## config.mk

```make
export PLATFORM = sky130hd
export DESIGN_NAME = mmu_xlate
export DESIGN_NICKNAME = d
export VERILOG_FILES = /design/src/rtl/mmu_pkg.sv /design/src/rtl/seg_decode.sv /design/src/rtl/mmu_xlate.sv
export SDC_FILE = /design/constraint.sdc
export NUM_CORES = 1
export LEC_CHECK = 0
export ABC_AREA = 1
export BUFFER_PORTS_ARGS = -buffer_cell sky130_fd_sc_hd__buf_4
export CORE_MARGIN = 5
export CORE_UTILIZATION = 49
export CTS_BUF_LIST = sky130_fd_sc_hd__clkbuf_16
export CTS_CLUSTER_SIZE = 24
export DETAILED_ROUTE_END_ITERATION = 8
export HOLD_SLACK_MARGIN = 0.1
export PLACE_DENSITY = 0.88
export SYNTH_ARGS = -nofsm -noshare
export SYNTH_HDL_FRONTEND = slang
export SYNTH_SLANG_ARGS = --single-unit
```

## constraint.sdc

```tcl
create_clock -name clk -period 2.5 [get_ports clk]
set_input_delay 0 -clock clk [delete_from_list [all_inputs] [get_ports clk]]
set_output_delay 0 -clock clk [all_outputs]
set_load 0.1 [all_outputs]
```

## src/rtl/mmu_pkg.sv

```systemverilog
// Shared definitions for the MMU translation path: exception classes, segment codes
// and the registered response record.
package mmu_pkg;

    localparam logic [1:0] EX_NONE    = 2'd0;
    localparam logic [1:0] EX_REFILL  = 2'd1;
    localparam logic [1:0] EX_INVALID = 2'd2;
    localparam logic [1:0] EX_MOD     = 2'd3;

    localparam logic [2:0] SEG_KSEG0    = 3'b100;
    localparam logic [2:0] SEG_KSEG1    = 3'b101;
    localparam logic [2:0] CACHE_CACHED = 3'd3;

    typedef struct packed {
        logic [31:0] paddr;
        logic        cached;
        logic [1:0]  excode;
        logic [31:0] badvaddr;
        logic        wr;
    } xlate_rsp_t;

    // Miss outranks invalid, which outranks a store to a clean page.
    function automatic logic [1:0] tlb_excode(input logic found, input logic v,
                                              input logic d, input logic wr);
        if (!found)        return EX_REFILL;
        else if (!v)       return EX_INVALID;
        else if (wr && !d) return EX_MOD;
        else               return EX_NONE;
    endfunction

endpackage

```

## src/rtl/seg_decode.sv

```systemverilog
// MIPS32 segment decode: flags kseg0/kseg1 as unmapped and produces their direct
// physical address and cacheability.
module seg_decode
    import mmu_pkg::*;
(
    input  logic [31:0] vaddr,
    input  logic [2:0]  cfg_k0,
    output logic        unmapped,
    output logic [31:0] paddr,
    output logic        cached
);

    logic [2:0] seg;

    always_comb begin
        seg      = vaddr[31:29];
        unmapped = (seg == SEG_KSEG0) || (seg == SEG_KSEG1);
        paddr    = {3'b000, vaddr[28:0]};
        cached   = (seg == SEG_KSEG0) && (cfg_k0 == CACHE_CACHED);
    end

endmodule

```

## src/rtl/mmu_xlate.sv

```systemverilog
// Address-translation stage: request register feeds the TLB search port, result is
// captured in a response register; valid/ready handshakes on both sides.
module mmu_xlate
    import mmu_pkg::*;
#(
    parameter  int TLBNUM = 16,
    localparam int IDXW   = $clog2(TLBNUM)
) (
    input  logic            clk,
    input  logic            resetn,
    input  logic            flush,
    input  logic            tlb_wr_pend,
    input  logic [2:0]      cfg_k0,
    input  logic            req_valid,
    output logic            req_ready,
    input  logic [31:0]     req_vaddr,
    input  logic            req_wr,
    input  logic [7:0]      req_asid,
    output logic [18:0]     s_vpn2,
    output logic            s_odd_page,
    output logic [7:0]      s_asid,
    input  logic            s_found,
    input  logic [IDXW-1:0] s_index,
    input  logic [19:0]     s_pfn,
    input  logic [2:0]      s_c,
    input  logic            s_d,
    input  logic            s_v,
    output logic            rsp_valid,
    input  logic            rsp_ready,
    output logic [31:0]     rsp_paddr,
    output logic            rsp_cached,
    output logic            rsp_ex,
    output logic [1:0]      rsp_excode,
    output logic [31:0]     rsp_badvaddr,
    output logic            rsp_wr
);

    logic        rq_valid_q, rq_valid_d;
    logic [31:0] rq_vaddr_q, rq_vaddr_d;
    logic        rq_wr_q,    rq_wr_d;
    logic [7:0]  rq_asid_q,  rq_asid_d;
    logic        rs_valid_q, rs_valid_d;
    xlate_rsp_t  rs_q,       rs_d;

    logic        advance;
    logic        accept;
    logic        seg_unmapped;
    logic        seg_cached;
    logic [31:0] seg_paddr;
    xlate_rsp_t  eval_rsp;
    logic        unused_index;

    seg_decode u_seg_decode (
        .vaddr    (rq_vaddr_q),
        .cfg_k0   (cfg_k0),
        .unmapped (seg_unmapped),
        .paddr    (seg_paddr),
        .cached   (seg_cached)
    );

    // The search port only ever sees registered state, keeping req_* off the TLB path.
    assign s_vpn2       = rq_vaddr_q[31:13];
    assign s_odd_page   = rq_vaddr_q[12];
    assign s_asid       = rq_asid_q;
    assign unused_index = ^s_index;

    always_comb begin
        eval_rsp          = '0;
        eval_rsp.badvaddr = rq_vaddr_q;
        eval_rsp.wr       = rq_wr_q;
        if (seg_unmapped) begin
            eval_rsp.paddr  = seg_paddr;
            eval_rsp.cached = seg_cached;
            eval_rsp.excode = EX_NONE;
        end else begin
            eval_rsp.paddr  = {s_pfn, rq_vaddr_q[11:0]};
            eval_rsp.cached = (s_c == CACHE_CACHED);
            eval_rsp.excode = tlb_excode(s_found, s_v, s_d, rq_wr_q);
        end
    end

    // Flush overrides both handshakes; req_ready itself stays ungated.
    always_comb begin
        advance    = rq_valid_q && !tlb_wr_pend && (!rs_valid_q || rsp_ready);
        req_ready  = !rq_valid_q || advance;
        accept     = req_valid && req_ready && !flush;

        rq_valid_d = rq_valid_q;
        rq_vaddr_d = rq_vaddr_q;
        rq_wr_d    = rq_wr_q;
        rq_asid_d  = rq_asid_q;
        rs_valid_d = rs_valid_q;
        rs_d       = rs_q;

        if (flush) begin
            rq_valid_d = 1'b0;
            rs_valid_d = 1'b0;
        end else begin
            if (accept) begin
                rq_valid_d = 1'b1;
                rq_vaddr_d = req_vaddr;
                rq_wr_d    = req_wr;
                rq_asid_d  = req_asid;
            end else if (advance) begin
                rq_valid_d = 1'b0;
            end

            if (advance) begin
                rs_valid_d = 1'b1;
                rs_d       = eval_rsp;
            end else if (rsp_ready) begin
                rs_valid_d = 1'b0;
            end
        end
    end

    always_ff @(posedge clk or negedge resetn) begin
        if (!resetn) begin
            rq_valid_q <= 1'b0;
            rq_vaddr_q <= '0;
            rq_wr_q    <= 1'b0;
            rq_asid_q  <= '0;
            rs_valid_q <= 1'b0;
            rs_q       <= '0;
        end else begin
            rq_valid_q <= rq_valid_d;
            rq_vaddr_q <= rq_vaddr_d;
            rq_wr_q    <= rq_wr_d;
            rq_asid_q  <= rq_asid_d;
            rs_valid_q <= rs_valid_d;
            rs_q       <= rs_d;
        end
    end

    assign rsp_valid    = rs_valid_q;
    assign rsp_paddr    = rs_q.paddr;
    assign rsp_cached   = rs_q.cached;
    assign rsp_excode   = rs_q.excode;
    assign rsp_ex       = (rs_q.excode != EX_NONE);
    assign rsp_badvaddr = rs_q.badvaddr;
    assign rsp_wr       = rs_q.wr;

endmodule

```

; After elaboration in Yosys (flattened, before gate mapping)
; Index checks and enable logic that the tools add are counted.
[totals]
ff_bits = 111
in_bits = 80
output_inout_bits = 99
elab_cells = 44
[op_classes]
eq_ne = 4
n_mux = 10
n_bitwise = 1
reduce_logical = 19
[op_table]
columns = operator, count
row1 = 35-bit two-way mux, 1
row2 = "3-bit by 2-bit equality test with 1-bit output, second input constant", 2
row3 = "3-bit equality test, second input constant", 2
row4 = 1-bit logical AND, 6
row5 = 1-bit two-way mux, 6
row6 = 2-bit two-way mux, 3
row7 = 3-bit nonzero test, 2
row8 = 1-bit zero test, 5
row9 = 2-bit AND reduction, 2
row10 = 1-bit logical OR, 3
row11 = 2-bit nonzero test, 1
row12 = 1-bit NOT, 1

; Logic depth before layout (Yosys ltp)
[depth]
ltp_word = 8
depth_mapped = 8
depth_no_buf = 7

; Modules after synthesis
; A second synthesis with hierarchy kept.
[hier_totals]
hier_cells = 651
area_unflattened_um2 = 5123.7
[by_module_without_submodules]
columns = module, n_inst, cells_each, area_each_um2, seq_area_each_um2
row1 = mmu_xlate, 1, 611, 4849.7, 2777.7
row2 = seg_decode, 1, 40, 274.0, 0.0

; Worst setup path before layout
; No wires, ideal clock.
[synth_timing]
path_type = register to register
startpoint = register rs_valid_q (netlist: rsp_valid)
endpoint = register rq_vaddr_q[22]
setup_ns = 0.118
arrival_ns = 1.881
required_ns = 2.382
slack_ns = 0.501
stages_incl_launch_ff = 7
path_buffers = 1
cell_sequence = dfrtp_1 -> nand2_1 -> nand2_1 -> nand2_2 -> buf_2 -> nand3_1 -> nand2_1
[synth_via]
elab_chain_len = 7
[synth_rtl]
columns = element, line_no
row1 = from (decl), mmu_xlate.sv:42  ; logic rs_valid_q, rs_valid_d;
row2 = from (signal assigned), mmu_xlate.sv:130  ; rs_valid_q <= rs_valid_d;
row3 = 1-bit zero test, mmu_xlate.sv:84  ; advance = rq_valid_q && !tlb_wr_pend && (!rs_valid_q || rsp_ready);
row4 = 1-bit logical OR, mmu_xlate.sv:84
row5 = 1-bit logical AND, mmu_xlate.sv:84
row6 = 1-bit logical OR, mmu_xlate.sv:85  ; req_ready = !rq_valid_q || advance;
row7 = via req_ready, mmu_xlate.sv:15  ; output logic req_ready,
row8 = 1-bit logical AND (2 in series), mmu_xlate.sv:86  ; accept = req_valid && req_ready && !flush;
row9 = 2-bit AND reduction (no source line), --
row10 = to (signal assigned), mmu_xlate.sv:127  ; rq_vaddr_q <= rq_vaddr_d;
row11 = to (decl), mmu_xlate.sv:39  ; logic [31:0] rq_vaddr_q, rq_vaddr_d;
; The timed path passes the listed nets, and every way through them passes these cells.
; A chain may end at the register's enable or synchronous reset.

; Worst setup path after layout
[layout_timing]
startpoint = register rq_valid_q
endpoint = register rq_valid_q
[layout_via]
elab_chain_len = 7
[layout_rtl]
columns = element, line_no
row1 = from (decl), mmu_xlate.sv:38  ; logic rq_valid_q, rq_valid_d;
row2 = from (signal assigned), mmu_xlate.sv:126  ; rq_valid_q <= rq_valid_d;
row3 = 1-bit logical AND (2 in series), mmu_xlate.sv:84
row4 = 1-bit logical OR, mmu_xlate.sv:85
row5 = 1-bit logical AND (2 in series), mmu_xlate.sv:86
row6 = 1-bit two-way mux, mmu_xlate.sv:99  ; if (accept) begin
row7 = 1-bit two-way mux, mmu_xlate.sv:95  ; if (flush) begin
; Parallel ways exist; a longest one is shown, timed or not.

==> results.md <==
* Final GP Congestion at 0.803
* Clk_skew at 0.0101 ns
* Fin. Hold Viols at 0
* Routed length per instance at 16.1 um
* Power Density at 1150 nW/um2
* Initial Util at 50.4%
* Post-synth top flop: dfrtp_1
* Relative slew slack at 58.0%
* Synth warn at 0
* Via count at 4,291
* Syn Nets at 608
* Total CTS buffers at 9
* Overall die width at 105 um
* Port-buffer cells at 174
* Final setup vio count at 0
* Async S/R FF share, synth at 100%
* Vias in the first global route at 4,341
* Worst Path Required at 2.71 ns
* CTS Buffer Depth at 2
* Antenna-violating nets left at 0
* Yosys cell types at 15
* Reg2reg end: rq_valid_q$_DFFE_PN0P_
* Leak at 3.65 nW
* Mapped cell area at 4400 um2
* GR Util All Layers at 24.6%
* Total negative setup slack at 0 ns
* Minimum clock period at 2.01 ns
* Number of enable flip-flop cells after synthesis at 0
* Filler instances at 584
* Initial antenna violation count at 0
* Min-delay src: req_valid
* H-tree depth at 3
* Clk root buf: clkbuf_16
* Worst hold path cell count at 6
* Max VDD drop at 0.840 mV
* DRC at 0
* Synth top area cells: dfrtp_1 (56%), nand2_1 (21%), nand3_1 (6.6%)
* F_max at 496 MHz
* Max_cap viols at 0
* Synth area leader: dfrtp_1
* CTS tree: done
* Syn avg cell area at 8.33 um2
* P&R area growth vs syn at 49.0%
* Outcome: complete, no violations
* Routed WL at 13,600 um
* Fin. max-slew vios at 0
* Slew @ Worst Pin at 0.630 ns
* RSZ-0062 raised after global routing: false
* # clock sinks at 99
* Reg clk slew, reported paths at 0.07 ns
* Worst skew pair latency at 0.33 ns
* Crit start category: flip-flop
* Crit share post-route at 80.6%
* Share of cells above drive strength 1 at 29.6%
* Fin cells at 848
* Worst-path maximum fanout at 43
* Core Area at 8720 um2
* Register bit total from synthesis at 99
* Post-synth top cells: nand2_1 (249), dfrtp_1 (99), nand3_1 (58)
* Global-route wire length before repair at 22,100 um
* Gate Count Post-Synth at 528
* Ant diodes at 0
* Critical path class: reg -> reg
* Vias/cell at 5.06
* Post-synth top area share at 56.3%
* I/O pins at 179
* Drt first-iter violations at 230
* Worst Path Arrival at 2.22 ns
* CP Capture Type: flip-flop
* Reg-to-Reg Start: rq_valid_q$_DFFE_PN0P_
* Die Y at 105 um
* Pin count of the biggest net entering global routing at 54
* Die area at 11,000 um2
* Sequential share of the synthesized area at 56.3%
* Worst R2R Path Depth at 7
* Cell with the most instances after synthesis: nand2_1
* Nets at 815
* Class of the worst hold path: in -> reg
* Remaining global-route overflow at 0
* Detailed-router iteration count before antenna repair at 5
* WHS Endpoint: rq_vaddr_q[26]$_DFFE_PN0P_
* R2R Setup Slk at 0.49 ns
* Post-DP HPWL at 8420 um
* Placed cells at 760
* FP Rows at 34
-- worst max-delay path, cell delays in order, from the launching register on --
cell and delay (ns):
dfrtp_1 0.37, inv_1 0.06, nor2_2 0.10, nand2_1 0.14, nand2_2 0.10, buf_4 0.41, a21oi_1 0.13, dlygate4sd3_1 0.58
-- worst max-delay path by stage --
stage                                from                          to  slack [ns]  cells past startpoint
2_1_floorplan       rsp_valid$_DFFE_PN0P_  rq_vaddr_q[22]$_DFFE_PN0P_        0.50                      6
3_3_place_gp   rq_vaddr_q[30]$_DFFE_PN0P_   rsp_paddr[26]$_DFFE_PN0P_        0.93                      6
3_5_place_dp   rq_vaddr_q[30]$_DFFE_PN0P_   rsp_paddr[23]$_DFFE_PN0P_        0.86                      6
4_1_cts            rq_valid_q$_DFFE_PN0P_      rq_valid_q$_DFFE_PN0P_        0.54                      7
5_1_grt            rq_valid_q$_DFFE_PN0P_      rq_valid_q$_DFFE_PN0P_        0.32                      7
6_report           rq_valid_q$_DFFE_PN0P_      rq_valid_q$_DFFE_PN0P_        0.49                      7
-- logic make-up after synthesis --
| family | after synthesis | share of synthesized area [%] |
|---|---|---|
| simple gates | 334 | 31.5 |
| flops | 99 | 56.3 |
| buf+inv | 83 | 10.8 |
| compound gates | 12 | 1.37 |
-- flip-flops by register name, summed over array words and instances (netlist names) --
signal and flops:
rq_wr_q 1, rsp_badvaddr 20, rsp_cached 1, rsp_excode 2
rsp_paddr 32, rsp_valid 1, rq_vaddr_q 32, rq_valid_q 1
s_asid 8, rsp_wr 1
-- power by group --
| part | internal (W) | switching [W] |
|---|---|---|
| combinational | 0.000808 | 0.00324 |
| clock | 0.000672 | 0.000600 |
| sequential | 0.00194 | 0.000263 |
| total | 0.00342 | 0.00411 |
-- timing repair --
item,in CTS,in global routing
setup endpoints to repair,0,0
gates resized for setup,0,0
hold endpoints to repair,122,0
hold buffers,72,0
setup buffers,0,0
-- layout by cell type (no fill, tap or decap), drive strengths merged --
cell type and count:
a21oi 3, buf 183, clkbuf 9, clkinv 3, clkinvlp 2, dfrtp 99
dlygate4sd3 72, inv 26, nand2 251, nand3 58, nand3b 2, nor2 6
o21ai 9, or2 17
-- cell type report --
cell class                      instances  area [um2]  area share, %
Multi-Input combinational cell        346        1460           22.3
Clock buffer                            9         225           3.44
Sequential cell                        99        2480           37.8
Inverter                               24        90.1           1.38
Timing Repair Buffer                  255        2120           32.4
Clock inverter                          7        45.0          0.688
Tap cell                              108         135           2.06
-- per-layer routing --
| metal | vias to the layer above | global-route usage, % | part of all wire (%) |
|---|---|---|---|
| met1 | 2033 | 30.8 | 39 |
| li1 | 2008 | - | - |
| met5 | - | 0 | 0 |
| met3 | 45 | 5.80 | 7.1 |
| met2 | 205 | 41.2 | 51 |
| met4 | 0 | 9.50 | 3.1 |
-- stage by stage --
step | setup WS [ns] | utilization, % | power [W] | hold slack, ns | area [um2]
floorplan | 0.501 | - | 0.00539 | -0.296 | 4400
global placement | 0.932 | 63.8 | 0.00611 | 0.0418 | 5560
detailed placement | 0.860 | 63.8 | 0.00617 | 0.0575 | 5560
CTS | 0.544 | 75.1 | 0.00753 | 0.233 | 6550
global route | 0.321 | 75.1 | 0.00781 | 0.262 | 6550
finish | 0.486 | 75.1 | 0.00753 | 0.232 | 6550
No activity file was read; power rests on OpenSTA's default activity.
